### src/rtl/vga_line_fetch.sv
// Scanline fill controller: fetches a 64-word line over a req/ack port into the VGA line buffer.
// Optional macro VGA_LINE_CACHE_EN skips the refetch of the last completely fetched line.
module vga_line_fetch #(
    parameter int unsigned             ADDR_WIDTH = 16,
    parameter logic [ADDR_WIDTH-1:0]   BASE_ADDR  = '0,
    parameter int unsigned             LINES      = 192
) (
    input  logic                  clk,
    input  logic                  rst_n,
    input  logic                  line_start,
    input  logic [7:0]            line_num,
    output logic                  busy,
    output logic                  done,
    output logic                  overrun,
    output logic                  mem_req,
    output logic [ADDR_WIDTH-1:0] mem_addr,
    input  logic                  mem_ack,
    input  logic [31:0]           mem_data,
    output logic                  bram_wr_en,
    output logic [5:0]            bram_wr_addr,
    output logic [31:0]           bram_wr_data
);

    typedef enum logic [2:0] {StIdle, StReq, StLast, StDone, StHit} state_e;

    state_e      state_q, state_d;
    logic [7:0]  line_q, line_d;
    logic [5:0]  word_q, word_d;
    logic        overrun_q, overrun_d;
    logic        wr_en_q, wr_en_d;
    logic [5:0]  wr_addr_q, wr_addr_d;
    logic [31:0] wr_data_q, wr_data_d;

    logic line_ok;
    logic idle;
    logic abort;
    logic fetch_start;
    logic fetch_end;
    logic cache_hit;

    assign line_ok = (32'(line_num) < LINES);
    // The cache-hit cycle does not count as busy, so a line_start there is a fresh request.
    assign idle    = (state_q == StIdle) || (state_q == StHit);
    assign abort   = line_start && !idle;

    always_comb begin
        state_d     = state_q;
        line_d      = line_q;
        word_d      = word_q;
        overrun_d   = overrun_q;
        wr_en_d     = 1'b0;
        wr_addr_d   = wr_addr_q;
        wr_data_d   = wr_data_q;
        fetch_start = 1'b0;
        fetch_end   = 1'b0;

        if (abort) begin
            overrun_d   = 1'b1;
            fetch_start = line_ok;
            state_d     = line_ok ? StReq : StIdle;
        end else if (line_start && line_ok) begin
            if (cache_hit) begin
                state_d = StHit;
            end else begin
                fetch_start = 1'b1;
                state_d     = StReq;
            end
        end else begin
            case (state_q)
                StReq: begin
                    if (mem_ack) begin
                        wr_en_d   = 1'b1;
                        wr_addr_d = word_q;
                        wr_data_d = mem_data;
                        if (word_q == 6'd63) begin
                            state_d = StLast;
                        end else begin
                            word_d = word_q + 6'd1;
                        end
                    end
                end
                StLast: begin
                    fetch_end = 1'b1;
                    state_d   = StDone;
                end
                StDone, StHit: state_d = StIdle;
                default: ;
            endcase
        end

        if (fetch_start) begin
            line_d = line_num;
            word_d = '0;
        end
    end

    always_ff @(posedge clk or negedge rst_n) begin
        if (!rst_n) begin
            state_q   <= StIdle;
            line_q    <= '0;
            word_q    <= '0;
            overrun_q <= 1'b0;
            wr_en_q   <= 1'b0;
            wr_addr_q <= '0;
            wr_data_q <= '0;
        end else begin
            state_q   <= state_d;
            line_q    <= line_d;
            word_q    <= word_d;
            overrun_q <= overrun_d;
            wr_en_q   <= wr_en_d;
            wr_addr_q <= wr_addr_d;
            wr_data_q <= wr_data_d;
        end
    end

`ifdef VGA_LINE_CACHE_EN
    logic       cache_valid_q, cache_valid_d;
    logic [7:0] cache_line_q, cache_line_d;

    assign cache_hit = cache_valid_q && (cache_line_q == line_num);

    // Any fetch start overwrites the line buffer, so the remembered line is lost.
    always_comb begin
        cache_valid_d = cache_valid_q;
        cache_line_d  = cache_line_q;
        if (abort || fetch_start) begin
            cache_valid_d = 1'b0;
        end else if (fetch_end) begin
            cache_valid_d = 1'b1;
            cache_line_d  = line_q;
        end
    end

    always_ff @(posedge clk or negedge rst_n) begin
        if (!rst_n) begin
            cache_valid_q <= 1'b0;
            cache_line_q  <= '0;
        end else begin
            cache_valid_q <= cache_valid_d;
            cache_line_q  <= cache_line_d;
        end
    end
`else
    assign cache_hit = 1'b0;
`endif

    always_comb begin
        mem_addr = '0;
        if (state_q == StReq) begin
            mem_addr = BASE_ADDR + ADDR_WIDTH'({line_q, 8'h00}) + ADDR_WIDTH'({word_q, 2'b00});
        end
    end

    assign mem_req      = (state_q == StReq);
    assign busy         = (state_q == StReq) || (state_q == StLast) || (state_q == StDone);
    assign done         = (state_q == StDone) || (state_q == StHit);
    assign overrun      = overrun_q;
    assign bram_wr_en   = wr_en_q;
    assign bram_wr_addr = wr_addr_q;
    assign bram_wr_data = wr_data_q;

endmodule

### config.mk
export PLATFORM = sky130hd
export DESIGN_NAME = vga_line_fetch
export DESIGN_NICKNAME = d
export VERILOG_FILES = /design/src/rtl/vga_line_fetch.sv
export SDC_FILE = /design/constraint.sdc
export NUM_CORES = 1
export LEC_CHECK = 0
export ABC_AREA = 1
export CAP_MARGIN = 30
export CORE_MARGIN = 5
export CORE_UTILIZATION = 47
export CTS_BUF_LIST = sky130_fd_sc_hd__clkbuf_2 sky130_fd_sc_hd__clkbuf_4 sky130_fd_sc_hd__clkbuf_8
export CTS_CLUSTER_SIZE = 28
export DETAILED_ROUTE_END_ITERATION = 6
export PLACE_DENSITY_LB_ADDON = 0.2
export SLEW_MARGIN = 20
export SYNTH_ARGS = -nofsm -noshare
export SYNTH_HDL_FRONTEND = slang
export SYNTH_SLANG_ARGS = --single-unit
### constraint.sdc
create_clock -name clk -period 2.3 [get_ports clk]
set_clock_uncertainty 0.2 [all_clocks]
set_input_delay 0.46 -clock clk [delete_from_list [all_inputs] [get_ports clk]]
set_output_delay 0.46 -clock clk [all_outputs]
set_load 0.03 [all_outputs]
==> results of run 1 <==
[layout make-up]
cell class,instances,area [um^2]
fillers,418,1480
flip-flops and latches,56,1400
repair buffers,106,1010
multi-input cells,195,826
inverters,26,97.6
well taps,70,87.6
clock buffers,5,68.8
clock inverters,3,42.5
[per-layer routing]
metal / global-route usage, % / vias up / part of all wire (%)
li1: - / 1077 / -
met1: 23.7 / 967 / 43
met2: 31.0 / 49 / 50
met3: 3.66 / 8 / 6.1
met4: 5.57 / 0 / 1.1
met5: 0 / - / 0
[critical path, stage by stage, from the launching register on]
cell and delay (ns):
sky130_fd_sc_hd__dfrtp_1 0.41, sky130_fd_sc_hd__inv_2 0.11, sky130_fd_sc_hd__nand2_2 0.21, sky130_fd_sc_hd__nor2_1 0.15
sky130_fd_sc_hd__clkdlybuf4s15_1 0.38
[metrics by stage]
step                      utilization (%)  instance area (um^2)  power, mW  instances
final                                70.5                  3530       3.34        461
after global routing                 70.5                  3530       3.54        461
after CTS                            71.3                  3570       3.39        461
after floorplan                         -                  2390       2.10        289
after detailed placement             69.3                  3470       2.76        452
after global placement               69.3                  3470       2.73        452
[sequential cells by signal, indices dropped and copies added (netlist names)]
signal,flops
word_q,6
bram_wr_en,1
overrun,1
bram_wr_addr,6
state_q,2
line_q,8
bram_wr_data,32
[placed cells by master, fill, tap and decap left out]
cell / n
sky130_fd_sc_hd__a21oi_1: 3
sky130_fd_sc_hd__a21oi_4: 1
sky130_fd_sc_hd__buf_12: 2
sky130_fd_sc_hd__buf_2: 1
sky130_fd_sc_hd__buf_4: 3
sky130_fd_sc_hd__bufinv_16: 1
sky130_fd_sc_hd__clkbuf_2: 13
sky130_fd_sc_hd__clkbuf_8: 5
sky130_fd_sc_hd__clkdlybuf4s15_1: 2
sky130_fd_sc_hd__clkdlybuf4s50_1: 83
sky130_fd_sc_hd__clkinv_2: 1
sky130_fd_sc_hd__clkinvlp_4: 1
sky130_fd_sc_hd__conb_1: 2
sky130_fd_sc_hd__dfrtp_1: 56
sky130_fd_sc_hd__dlygate4sd3_1: 1
sky130_fd_sc_hd__dlymetal6s2s_1: 1
sky130_fd_sc_hd__ha_1: 1
sky130_fd_sc_hd__inv_1: 22
sky130_fd_sc_hd__inv_2: 4
sky130_fd_sc_hd__nand2_1: 127
sky130_fd_sc_hd__nand2_2: 3
sky130_fd_sc_hd__nand3_1: 8
sky130_fd_sc_hd__nand3_2: 1
sky130_fd_sc_hd__nand4_1: 4
sky130_fd_sc_hd__nor2_1: 25
sky130_fd_sc_hd__nor2_2: 2
sky130_fd_sc_hd__nor2_4: 1
sky130_fd_sc_hd__o21ai_0: 8
sky130_fd_sc_hd__o21ai_1: 8
sky130_fd_sc_hd__or2_2: 1
[kinds of logic (layout without fill, tap and decap cells)]
family | Yosys count | in the layout | synth area share, %
AOI/OAI and AO/OA | 20 | 20 | 4.66
DFF | 56 | 56 | 58.7
other | 1 | 2 | 0.157
adders and majority gates | 1 | 1 | 0.524
buffers and inverters | 38 | 140 | 6.87
and+or+nand+nor | 172 | 172 | 29.1
[worst paths after layout]
path	start	cells after the start	to	slack [ns]
worst max register to register	state_q[1]	7	word_q[1]	0.47
worst min register to register	overrun	1	overrun	0.27
min in group asynchronous	rst_n	3	bram_wr_data[11]	0.48
worst min-delay path	overrun	1	overrun	0.27
max in group asynchronous	rst_n	3	line_q[7]	1.17
worst max-delay path	state_q[1]	4	mem_addr[15]	0.1
[power groups by stage]
| stage | Clock (mW) | Combinational, mW | Sequential, mW |
|---|---|---|---|
| 2_1_floorplan | 0 | 0.347 | 1.75 |
| 3_3_place_gp | 0 | 1.40 | 1.34 |
| 3_5_place_dp | 0 | 1.42 | 1.35 |
| 4_1_cts | 0.656 | 1.40 | 1.33 |
| 5_1_grt | 0.705 | 1.48 | 1.36 |
| 6_report | 0.634 | 1.38 | 1.33 |
[synthesized netlist by cell type]
| cell | count | share of area [%] |
|---|---|---|
| sky130_fd_sc_hd__dfrtp_1 | 56 | 59 |
| sky130_fd_sc_hd__buf_4 | 3 | 0.94 |
| sky130_fd_sc_hd__inv_2 | 4 | 0.63 |
| sky130_fd_sc_hd__buf_1 | 1 | 0.16 |
| sky130_fd_sc_hd__conb_1 | 1 | 0.16 |
| sky130_fd_sc_hd__nor2_1 | 25 | 3.9 |
| sky130_fd_sc_hd__o21ai_1 | 8 | 1.7 |
| sky130_fd_sc_hd__nand3_1 | 8 | 1.7 |
| sky130_fd_sc_hd__o21ai_0 | 8 | 1.7 |
| sky130_fd_sc_hd__nor2_4 | 1 | 0.47 |
| sky130_fd_sc_hd__nand2_2 | 3 | 0.79 |
| sky130_fd_sc_hd__nor2_2 | 2 | 0.52 |
| sky130_fd_sc_hd__buf_2 | 8 | 1.7 |
| sky130_fd_sc_hd__or2_2 | 1 | 0.26 |
| sky130_fd_sc_hd__a21oi_1 | 3 | 0.63 |
| sky130_fd_sc_hd__nand2_1 | 127 | 20 |
| sky130_fd_sc_hd__nand3_2 | 1 | 0.42 |
| sky130_fd_sc_hd__nand4_1 | 4 | 1.0 |
| sky130_fd_sc_hd__inv_1 | 22 | 3.5 |
| sky130_fd_sc_hd__ha_1 | 1 | 0.52 |
| sky130_fd_sc_hd__a21oi_4 | 1 | 0.68 |
[timing repair]
action | 4_1_cts | 5_1_grt
setup endpoints to repair | 15 | 16
gates resized for setup | 15 | 29
pin swaps | 0 | 0
hold endpoints to repair | 56 | 0
hold buffers | 1 | 0
==> impl_results.rst, run 1 <==
.. list-table::
   :header-rows: 1

   * - Metric
     - Value
   * - Total Negative Setup Slacks
     - 0 ns
   * - Post-Synthesis Cell Area
     - 0.00239 mm^2
   * - Initial antenna violation count
     - 0
   * - Critical Path End Type
     - primary output
   * - Longest Clk Path Bufs
     - 2
   * - Hold Vio Cnt, Final
     - 0
   * - Fmax
     - 0.454 GHz
   * - Fraction of the yosys area taken by sequential cells
     - 58.7%
   * - Net count of the finished layout
     - 435
   * - Portion of total power attributed to the clock network
     - 19.0%
   * - Clock transition at the registers of the reported paths
     - 0.09 ns
   * - Peak fanout along the critical path
     - 16
   * - Maximum level of the CTS H-tree
     - 2
   * - Num rows
     - 26
   * - Maximum VDD drop
     - 0.402 mV
   * - Setup ws final
     - 0.0955 ns
   * - First-pass GRT wire length
     - 9250 um
   * - Worst-case setup slack after placement
     - 0.0852 ns
   * - Sw power
     - 1.26 mW
   * - Post-Syn Instances
     - 288
   * - Number of setup buffers added after CTS
     - 0
   * - Weighted congestion reported at the end of routability-driven placement
     - 0.817
   * - Total global-route track usage
     - 18.4%
   * - Detail Route Antenna Nets
     - 0
   * - Worst hold slack
     - 0.274 ns
   * - Yosys cell types
     - 21
   * - Vias per cell
     - 4.56
   * - Starting DRT DRC Count
     - 103
   * - Via count of the first global-routing pass
     - 1986
   * - Post-route minimum period
     - 2.20 ns
   * - Overflow after GRT
     - 0
   * - Iteration count of the initial detailed-routing pass
     - 4
   * - Die extent in x
     - 81.3 um
   * - Core area
     - 0.00501 mm^2
   * - Data arrival, critical path
     - 1.54 ns
   * - Worst setup path class
     - reg -> out
   * - Share of cells above drive strength 1
     - 10.2%
   * - Yosys warns
     - 0
   * - Mean routed wirelength per cell
     - 12.7 um
   * - Number of remaining DRC errors
     - 0
   * - Count of pins over their slew limit
     - 0
   * - Flop pwr share
     - 39.7%
   * - Maximum number of pins on one net before global-route repair
     - 57
   * - TritonCTS clock tree
     - yes
   * - Number of I/O port buffers
     - 100
   * - Total power per unit cell area
     - 947 mW/mm^2
   * - Die area
     - 0.00660 mm^2
   * - Effective utilization at floorplan
     - 47.7%
   * - Status
     - finished clean
   * - Crit path required time
     - 1.64 ns
   * - Setup repair after global routing missed its margin
     - no
   * - Flops & latches, synth
     - 56
   * - Diode insertion count for antenna repair
     - 0
   * - Layout Area Growth over Synthesis
     - 47.9%
   * - Die Ht
     - 81.3 um
   * - Maximum capacitance violations
     - 0
   * - Final setup vio count
     - 0
   * - Total routed wirelength
     - 5860 um
   * - Worst setup SP type
     - flip-flop
   * - Share of the clock period used by the worst path
     - 95.8%
   * - Routed via count
     - 2101
   * - Class of the tightest hold or removal check
     - reg -> reg
   * - Power Internal
     - 2.08 mW
   * - Root Driver
     - sky130_fd_sc_hd__clkbuf_8
   * - Clock insertion delay at the later pin of the skew report
     - 0.30 ns
   * - Switching share of power
     - 37.7%
   * - IO Pins
     - 103
   * - Mean cell area of the mapped netlist
     - 8.29 um^2
   * - Placed wire-length estimate
     - 4280 um
   * - Clock sink count
     - 56
   * - Part of the total power dissipated in combinational logic
     - 41.3%
   * - Static Leakage
     - 1.75 nW
   * - Number of buffers created by CTS
     - 5
Power figures use the tool's default switching activity.
==> inputs of run 2 (changes only) <==
MAX_ROUTING_LAYER = met4   (was not set)
==> run 2 against run 1 <==
Against the previous run:
- non-clock buffer count did not move
- routed wire length stayed put
- via count did not move
- register-to-register slack hardly changed
- power hardly changed
- worst hold slack unchanged
- largest cell class unchanged
==> impl_results.rst, run 2 (same netlist as run 1, synthesis figures left out) <==
.. list-table::
   :header-rows: 1

   * - Metric
     - Value
   * - Share of the clock period used by the worst path
     - 95.8% (about the same)
   * - Total global-route track usage
     - 18.9% (+0.54 points)
   * - Num rows
     - 26 (unchanged)
   * - Net count of the finished layout
     - 435 (unchanged)
   * - Diode insertion count for antenna repair
     - 0 (unchanged)
   * - Weighted congestion reported at the end of routability-driven placement
     - 0.829 (+1.5%)
   * - Die area
     - 0.00660 mm^2 (unchanged)
   * - Overflow after GRT
     - 0 (unchanged)
   * - Core area
     - 0.00501 mm^2 (unchanged)
   * - Layout Area Growth over Synthesis
     - 47.9% (unchanged)
   * - Worst setup path class
     - reg -> out
   * - Number of I/O port buffers
     - 100 (unchanged)
   * - Share of cells above drive strength 1
     - 10.2% (unchanged)
   * - Startpoint of the worst register-to-register path
     - state_q[1]
   * - Maximum level of the CTS H-tree
     - 2 (unchanged)
   * - TritonCTS clock tree
     - yes
   * - Setup repair after global routing missed its margin
     - no
   * - Count of pins over their slew limit
     - 0 (unchanged)
   * - Filler cell count in the final layout
     - 418 (unchanged)
   * - Routed via count
     - 2101 (unchanged)
   * - Initial antenna violation count
     - 0 (unchanged)
   * - Total routed wirelength
     - 5860 um (unchanged)
   * - Critical Path End Type
     - primary output
   * - Clock insertion delay at the later pin of the skew report
     - 0.30 ns (about the same)
   * - Clock sink count
     - 56 (unchanged)
   * - Die extent in x
     - 81.3 um (unchanged)
   * - Detail Route Antenna Nets
     - 0 (unchanged)
   * - Vias per cell
     - 4.56 (unchanged)
   * - First-pass GRT wire length
     - 9250 um (unchanged)
   * - Root Driver
     - sky130_fd_sc_hd__clkbuf_8
   * - Hold depth
     - 1 (unchanged)
   * - Mean routed wirelength per cell
     - 12.7 um (unchanged)
   * - Placed wire-length estimate
     - 4280 um (unchanged)
   * - Number of cells in the finished layout apart from fillers
     - 461 (unchanged)
   * - IO Pins
     - 103 (unchanged)
   * - Via count of the first global-routing pass
     - 1986 (unchanged)
   * - Final setup vio count
     - 0 (unchanged)
   * - Worst hold slack
     - 0.274 ns (unchanged)
   * - Status
     - finished clean
   * - Crit path required time
     - 1.64 ns (about the same)
   * - Slack of the worst reg-to-reg path
     - 0.47 ns (about the same)
   * - Terminating pin of the worst hold path
     - overrun
   * - Number of remaining DRC errors
     - 0 (unchanged)
   * - Longest Clk Path Bufs
     - 2 (unchanged)
   * - Die Ht
     - 81.3 um (unchanged)
   * - Most common cell after layout, fill and taps aside
     - sky130_fd_sc_hd__nand2_1
   * - Number of buffers created by CTS
     - 5 (unchanged)
   * - Maximum VDD drop
     - 0.402 mV (unchanged)
   * - Maximum capacitance violations
     - 0 (unchanged)
   * - Class of the tightest hold or removal check
     - reg -> reg
   * - Effective utilization at floorplan
     - 47.7% (unchanged)
   * - Starting DRT DRC Count
     - 103 (unchanged)
   * - Peak fanout along the critical path
     - 16 (unchanged)
   * - Commonest cells after routing, fill and taps aside
     - sky130_fd_sc_hd__nand2_1 (127), sky130_fd_sc_hd__clkdlybuf4s50_1 (83), sky130_fd_sc_hd__dfrtp_1 (56)
   * - Hold Vio Cnt, Final
     - 0 (unchanged)
   * - Worst min-delay path startpoint
     - overrun
   * - Worst-case reg-to-reg path depth
     - 7 (unchanged)
   * - Total Negative Setup Slacks
     - 0 ns (unchanged)
   * - Post-route minimum period
     - 2.20 ns (-0.0000472 ns)
   * - Post-Route Utilization
     - 70.5% (unchanged)
   * - Total power per unit cell area
     - 947 mW/mm^2 (about the same)
   * - Clock transition at the registers of the reported paths
     - 0.09 ns (about the same)
   * - Data arrival, critical path
     - 1.54 ns (about the same)
   * - Worst setup SP type
     - flip-flop
   * - Flip-flop count of the largest register, all copies and words added
     - 32 (unchanged)
   * - Static Leakage
     - 1.75 nW (unchanged)
   * - Total placed cells including tap cells
     - 452 (unchanged)
   * - Fmax
     - 0.454 GHz (about the same)
   * - Total Power
     - 3.34 mW (about the same)
   * - Number of setup buffers added after CTS
     - 0 (unchanged)
   * - Endpoint of the worst register-to-register path
     - word_q[1]
   * - Iteration count of the initial detailed-routing pass
     - 4 (unchanged)
   * - Maximum number of pins on one net before global-route repair
     - 57 (unchanged)
run 2: cell counts in the layout (fill, tap and decap cells not counted):
Identical to the previous run, type by type.
run 2: cell type report:
class                      instances  area [um^2]  share of cell area (%)
tap                               70         87.6                    2.48
clock buffer                       5         68.8                    1.95
inverter                          26         97.6                    2.76
timing repair buffer             106         1010                    28.5
multi-input combinational        195          826                    23.4
sequential                        56         1400                    39.7
clock inverter                     3         42.5                    1.21
run 2: worst max-delay path, cell delays in order (launching register included):
cell and delay (ns):
sky130_fd_sc_hd__dfrtp_1 0.41, sky130_fd_sc_hd__inv_2 0.11, sky130_fd_sc_hd__nand2_2 0.21, sky130_fd_sc_hd__nor2_1 0.15, sky130_fd_sc_hd__clkdlybuf4s15_1 0.38
run 2: per-layer routing:
layer	global-route usage, %	vias to the layer above	wire length, um
li1	-	1077	-
met1	23.7	967	2510
met2	31.0	49	2930
met3	3.66	8	356
met4	5.57	0	67
met5	-	-	0
run 2: report_power, final:
group	internal (mW)	switching [mW]	leakage, nW
Sequential	1.21	0.117	0.710
Clock	0.323	0.312	0.0541
Combinational	0.551	0.830	0.985
run 2: stage by stage:
stage	area, um^2	worst slack (ns)
finish	3530	0.0955
global route	3530	0.000973
CTS	3570	0.0194
detailed placement	3470	0.0852
global placement	3470	0.137
floorplan	2390	0.452
run 2: worst max path at each step:
stage               slack, ns       start           end
finish                    0.1  state_q[1]  mem_addr[15]
global route            0.001  state_q[1]  mem_addr[15]
floorplan                0.45  state_q[1]  mem_addr[13]
detailed placement       0.09  state_q[1]  mem_addr[13]
global placement         0.14  state_q[1]  mem_addr[13]
CTS                      0.02  state_q[1]   mem_addr[3]
run 2: repair_timing:
action | CTS | global route
hold buffers | 1 | 0
endpoints found under the setup margin | 15 | 16
hold endpoints to repair | 56 | 0
gates cloned | 0 | 0
gates resized for setup | 15 | 29
pin swaps | 0 | 0
==> inputs of run 3 (changes only) <==
CORE_UTILIZATION = 70   (was 47)
DONT_BUFFER_PORTS = 1   (was not set)
==> run 3 against run 2 <==
Against the previous run:
- the flow now finishes with violations (negative hold slack)
- design area is 18% lower
- die area down 29%
- critical path type unchanged
- fmax grew 1.7%
- sequential cell count did not move
- register-to-register slack improved by 0.04 ns
- count of clock-buffer cells in the layout unchanged
- via count shrank 4.8%
- largest cell class unchanged
- critical path depth unchanged
- sequential share of layout area is 9.0 points higher
- global-route usage rose by 8.0 points
- setup slack gained 0.037 ns
==> impl_results.rst, run 3 (same netlist as run 1, synthesis figures left out) <==
.. list-table::
   :header-rows: 1

   * - Metric
     - Value
   * - Weighted congestion reported at the end of routability-driven placement
     - 0.855 (+3.1%)
   * - Clock transition at the registers of the reported paths
     - 0.15 ns (+0.06 ns)
   * - Crit path required time
     - 1.64 ns (about the same)
   * - Die Ht
     - 68.4 um (-16%)
   * - Endpoint of the worst register-to-register path
     - bram_wr_data[5]
   * - Worst setup path class
     - reg -> out
   * - Critical Path End Type
     - primary output
   * - Worst setup SP type
     - flip-flop
   * - TritonCTS clock tree
     - yes
   * - Highest-delay cell along the critical path
     - sky130_fd_sc_hd__dfrtp_1
   * - Vias per cell
     - 5.39 (+18%)
   * - Worst hold slack
     - -0.0000341 ns (-0.274 ns)
   * - Maximum number of pins on one net before global-route repair
     - 57 (unchanged)
   * - Static Leakage
     - 1.51 nW (-14%)
   * - Maximum VDD drop
     - 0.517 mV (+29%)
   * - # resized after CTS
     - 0 (-15)
   * - Peak fanout along the critical path
     - 16 (unchanged)
   * - Root Driver
     - sky130_fd_sc_hd__clkbuf_4
   * - Part of the total power dissipated in combinational logic
     - 17.7% (-24 points)
   * - Final setup vio count
     - 0 (unchanged)
   * - Flop pwr share
     - 61.1% (+21 points)
   * - Clock insertion delay at the later pin of the skew report
     - 0.37 ns (+0.07 ns)
   * - Power Internal
     - 1.71 mW (-18%)
   * - Number of setup buffers added after CTS
     - 0 (unchanged)
   * - Total global-route track usage
     - 26.9% (+8.0 points)
   * - Clock sink count
     - 56 (unchanged)
   * - Effective utilization at floorplan
     - 72.1% (+24 points)
   * - Commonest cells after routing, fill and taps aside
     - sky130_fd_sc_hd__nand2_1 (127), sky130_fd_sc_hd__dfrtp_1 (56), sky130_fd_sc_hd__nor2_1 (25)
   * - IO Pins
     - 103 (unchanged)
   * - Starting DRT DRC Count
     - 225 (+120%)
   * - Number of remaining DRC errors
     - 0 (unchanged)
   * - Overflow after GRT
     - 0 (unchanged)
   * - Data arrival, critical path
     - 1.51 ns (-0.03 ns)
   * - Worst-case setup slack after placement
     - 0.564 ns (+0.479 ns)
   * - Post-route minimum period
     - 2.17 ns (-0.0367 ns)
   * - Total routed wirelength
     - 6010 um (+2.5%)
   * - Core area
     - 0.00331 mm^2 (-34%)
   * - Terminating pin of the worst hold path
     - bram_wr_data[12]
   * - Die area
     - 0.00468 mm^2 (-29%)
   * - Layout Area Growth over Synthesis
     - 20.5%
   * - Number of I/O port buffers
     - 0 (-100%)
   * - Placed wire-length estimate
     - 3620 um (-16%)
   * - Setup repair after global routing missed its margin
     - no
   * - Maximum level of the CTS H-tree
     - 2 (unchanged)
   * - Slowest cell delay on critical path
     - 0.43 ns (+0.02 ns)
   * - Fmax
     - 0.461 GHz (+1.7%)
   * - Die extent in x
     - 68.4 um (-16%)
   * - First-pass GRT wire length
     - 8900 um (-3.8%)
   * - Most common cell after layout, fill and taps aside
     - sky130_fd_sc_hd__nand2_1
   * - Maximum capacitance violations
     - 0 (unchanged)
   * - Hold depth
     - 2 (+1)
   * - Switching share of power
     - 41.6% (+3.9 points)
   * - Net count of the finished layout
     - 370 (-15%)
   * - Startpoint of the worst register-to-register path
     - state_q[1]
   * - Filler cell count in the final layout
     - 179 (-57%)
   * - Violated checks
     - negative hold slack
   * - Diode insertion count for antenna repair
     - 0 (unchanged)
   * - Initial antenna violation count
     - 0 (unchanged)
   * - Portion of total power attributed to the clock network
     - 21.2% (+2.2 points)
   * - Total Negative Setup Slacks
     - 0 ns (unchanged)
   * - Hold Vio Cnt, Final
     - 1 (+1)
   * - Total power per unit cell area
     - 1020 mW/mm^2 (+7.7%)
   * - Slack of the worst reg-to-reg path
     - 0.51 ns (+0.04 ns)
   * - Flip-flop count of the largest register, all copies and words added
     - 32 (unchanged)
   * - Sequence of cells on the critical path
     - inv_2, nand2_2, nor2_1, buf_4
   * - Total Power
     - 2.93 mW (-12%)
   * - Mean routed wirelength per cell
     - 16.2 um (+27%)
   * - Detail Route Antenna Nets
     - 0 (unchanged)
   * - Num rows
     - 21 (-19%)
   * - Iteration count of the initial detailed-routing pass
     - 4 (unchanged)
   * - Class of the tightest hold or removal check
     - in -> reg
   * - Number of buffers created by CTS
     - 5 (unchanged)
   * - Via count of the first global-routing pass
     - 1909 (-3.9%)
   * - Status
     - finished, violations left
   * - Routed via count
     - 2001 (-4.8%)
   * - Worst min-delay path startpoint
     - mem_data[12]
   * - Count of pins over their slew limit
     - 0 (unchanged)
   * - Share of the clock period used by the worst path
     - 94.3% (-1.6 points)
   * - Longest Clk Path Bufs
     - 2 (unchanged)
   * - Share of cells above drive strength 1
     - 11.7% (+1.5 points)
   * - Sw power
     - 1.22 mW (-3.0%)
   * - Setup ws final
     - 0.132 ns (+0.0367 ns)
   * - Worst-case reg-to-reg path depth
     - 7 (unchanged)
run 3: repair_timing:
| action | CTS | global route |
|---|---|---|
| hold endpoints to repair | 74 | 4 |
| hold buffers | 20 | 4 |
| setup endpoints to repair | 0 | 0 |
run 3: metal layers:
metal	vias to the layer above	share of wire (%)	track usage [%]
met3	10	8.1	5.09
li1	942	-	-
met1	952	38	33.6
met2	97	53	44.0
met4	0	1.4	9.43
met5	-	0	-
run 3: worst max-delay path by stage:
stage | startpoint | to | slack, ns | cells past startpoint
global placement | state_q[1] | mem_addr[3] | 0.62 | 4
global route | state_q[1] | mem_addr[3] | 0.04 | 4
CTS | state_q[1] | mem_addr[3] | 0.13 | 4
finish | state_q[1] | mem_addr[3] | 0.13 | 4
floorplan | state_q[1] | mem_addr[13] | 0.45 | 4
detailed placement | state_q[1] | bram_wr_addr[4] | 0.56 | 7
run 3: stage by stage:
| stage | instance area [um^2] | hold slack [ns] | std cells | utilization, % |
|---|---|---|---|---|
| final | 2880 | -0.0000341 | 371 | 86.9 |
| after detailed placement | 2520 | -0.0343 | 340 | 76.2 |
| after global routing | 2880 | 0.00260 | 371 | 86.9 |
| after CTS | 2840 | 0.000255 | 367 | 85.7 |
| after global placement | 2520 | -0.0343 | 340 | 76.2 |
| after floorplan | 2390 | -0.0356 | 289 | - |
run 3: power groups by stage:
stage	combinational (mW)	sequential [mW]	clock (mW)
floorplan	0.347	1.75	0
global placement	0.415	1.80	0
CTS	0.491	1.78	0.621
global route	0.583	1.82	0.671
detailed placement	0.439	1.81	0
finish	0.520	1.79	0.621
run 3: area by class of cell:
cell class | count | area (um^2) | area share, %
clock buffer | 5 | 37.5 | 1.30
clock inverter | 2 | 60.1 | 2.09
inverter | 26 | 97.6 | 3.39
multi-input combinational | 195 | 826 | 28.7
sequential | 56 | 1400 | 48.7
tap | 46 | 57.6 | 2.00
timing repair buffer | 41 | 398 | 13.8
run 3: worst max-delay path, delay by kind of cell, from the launching register on:
kind | cells | cell delay (ns)
buffers and inverters | 2 | 0.30
flip-flops | 1 | 0.43
AND/OR/NAND/NOR | 2 | 0.43
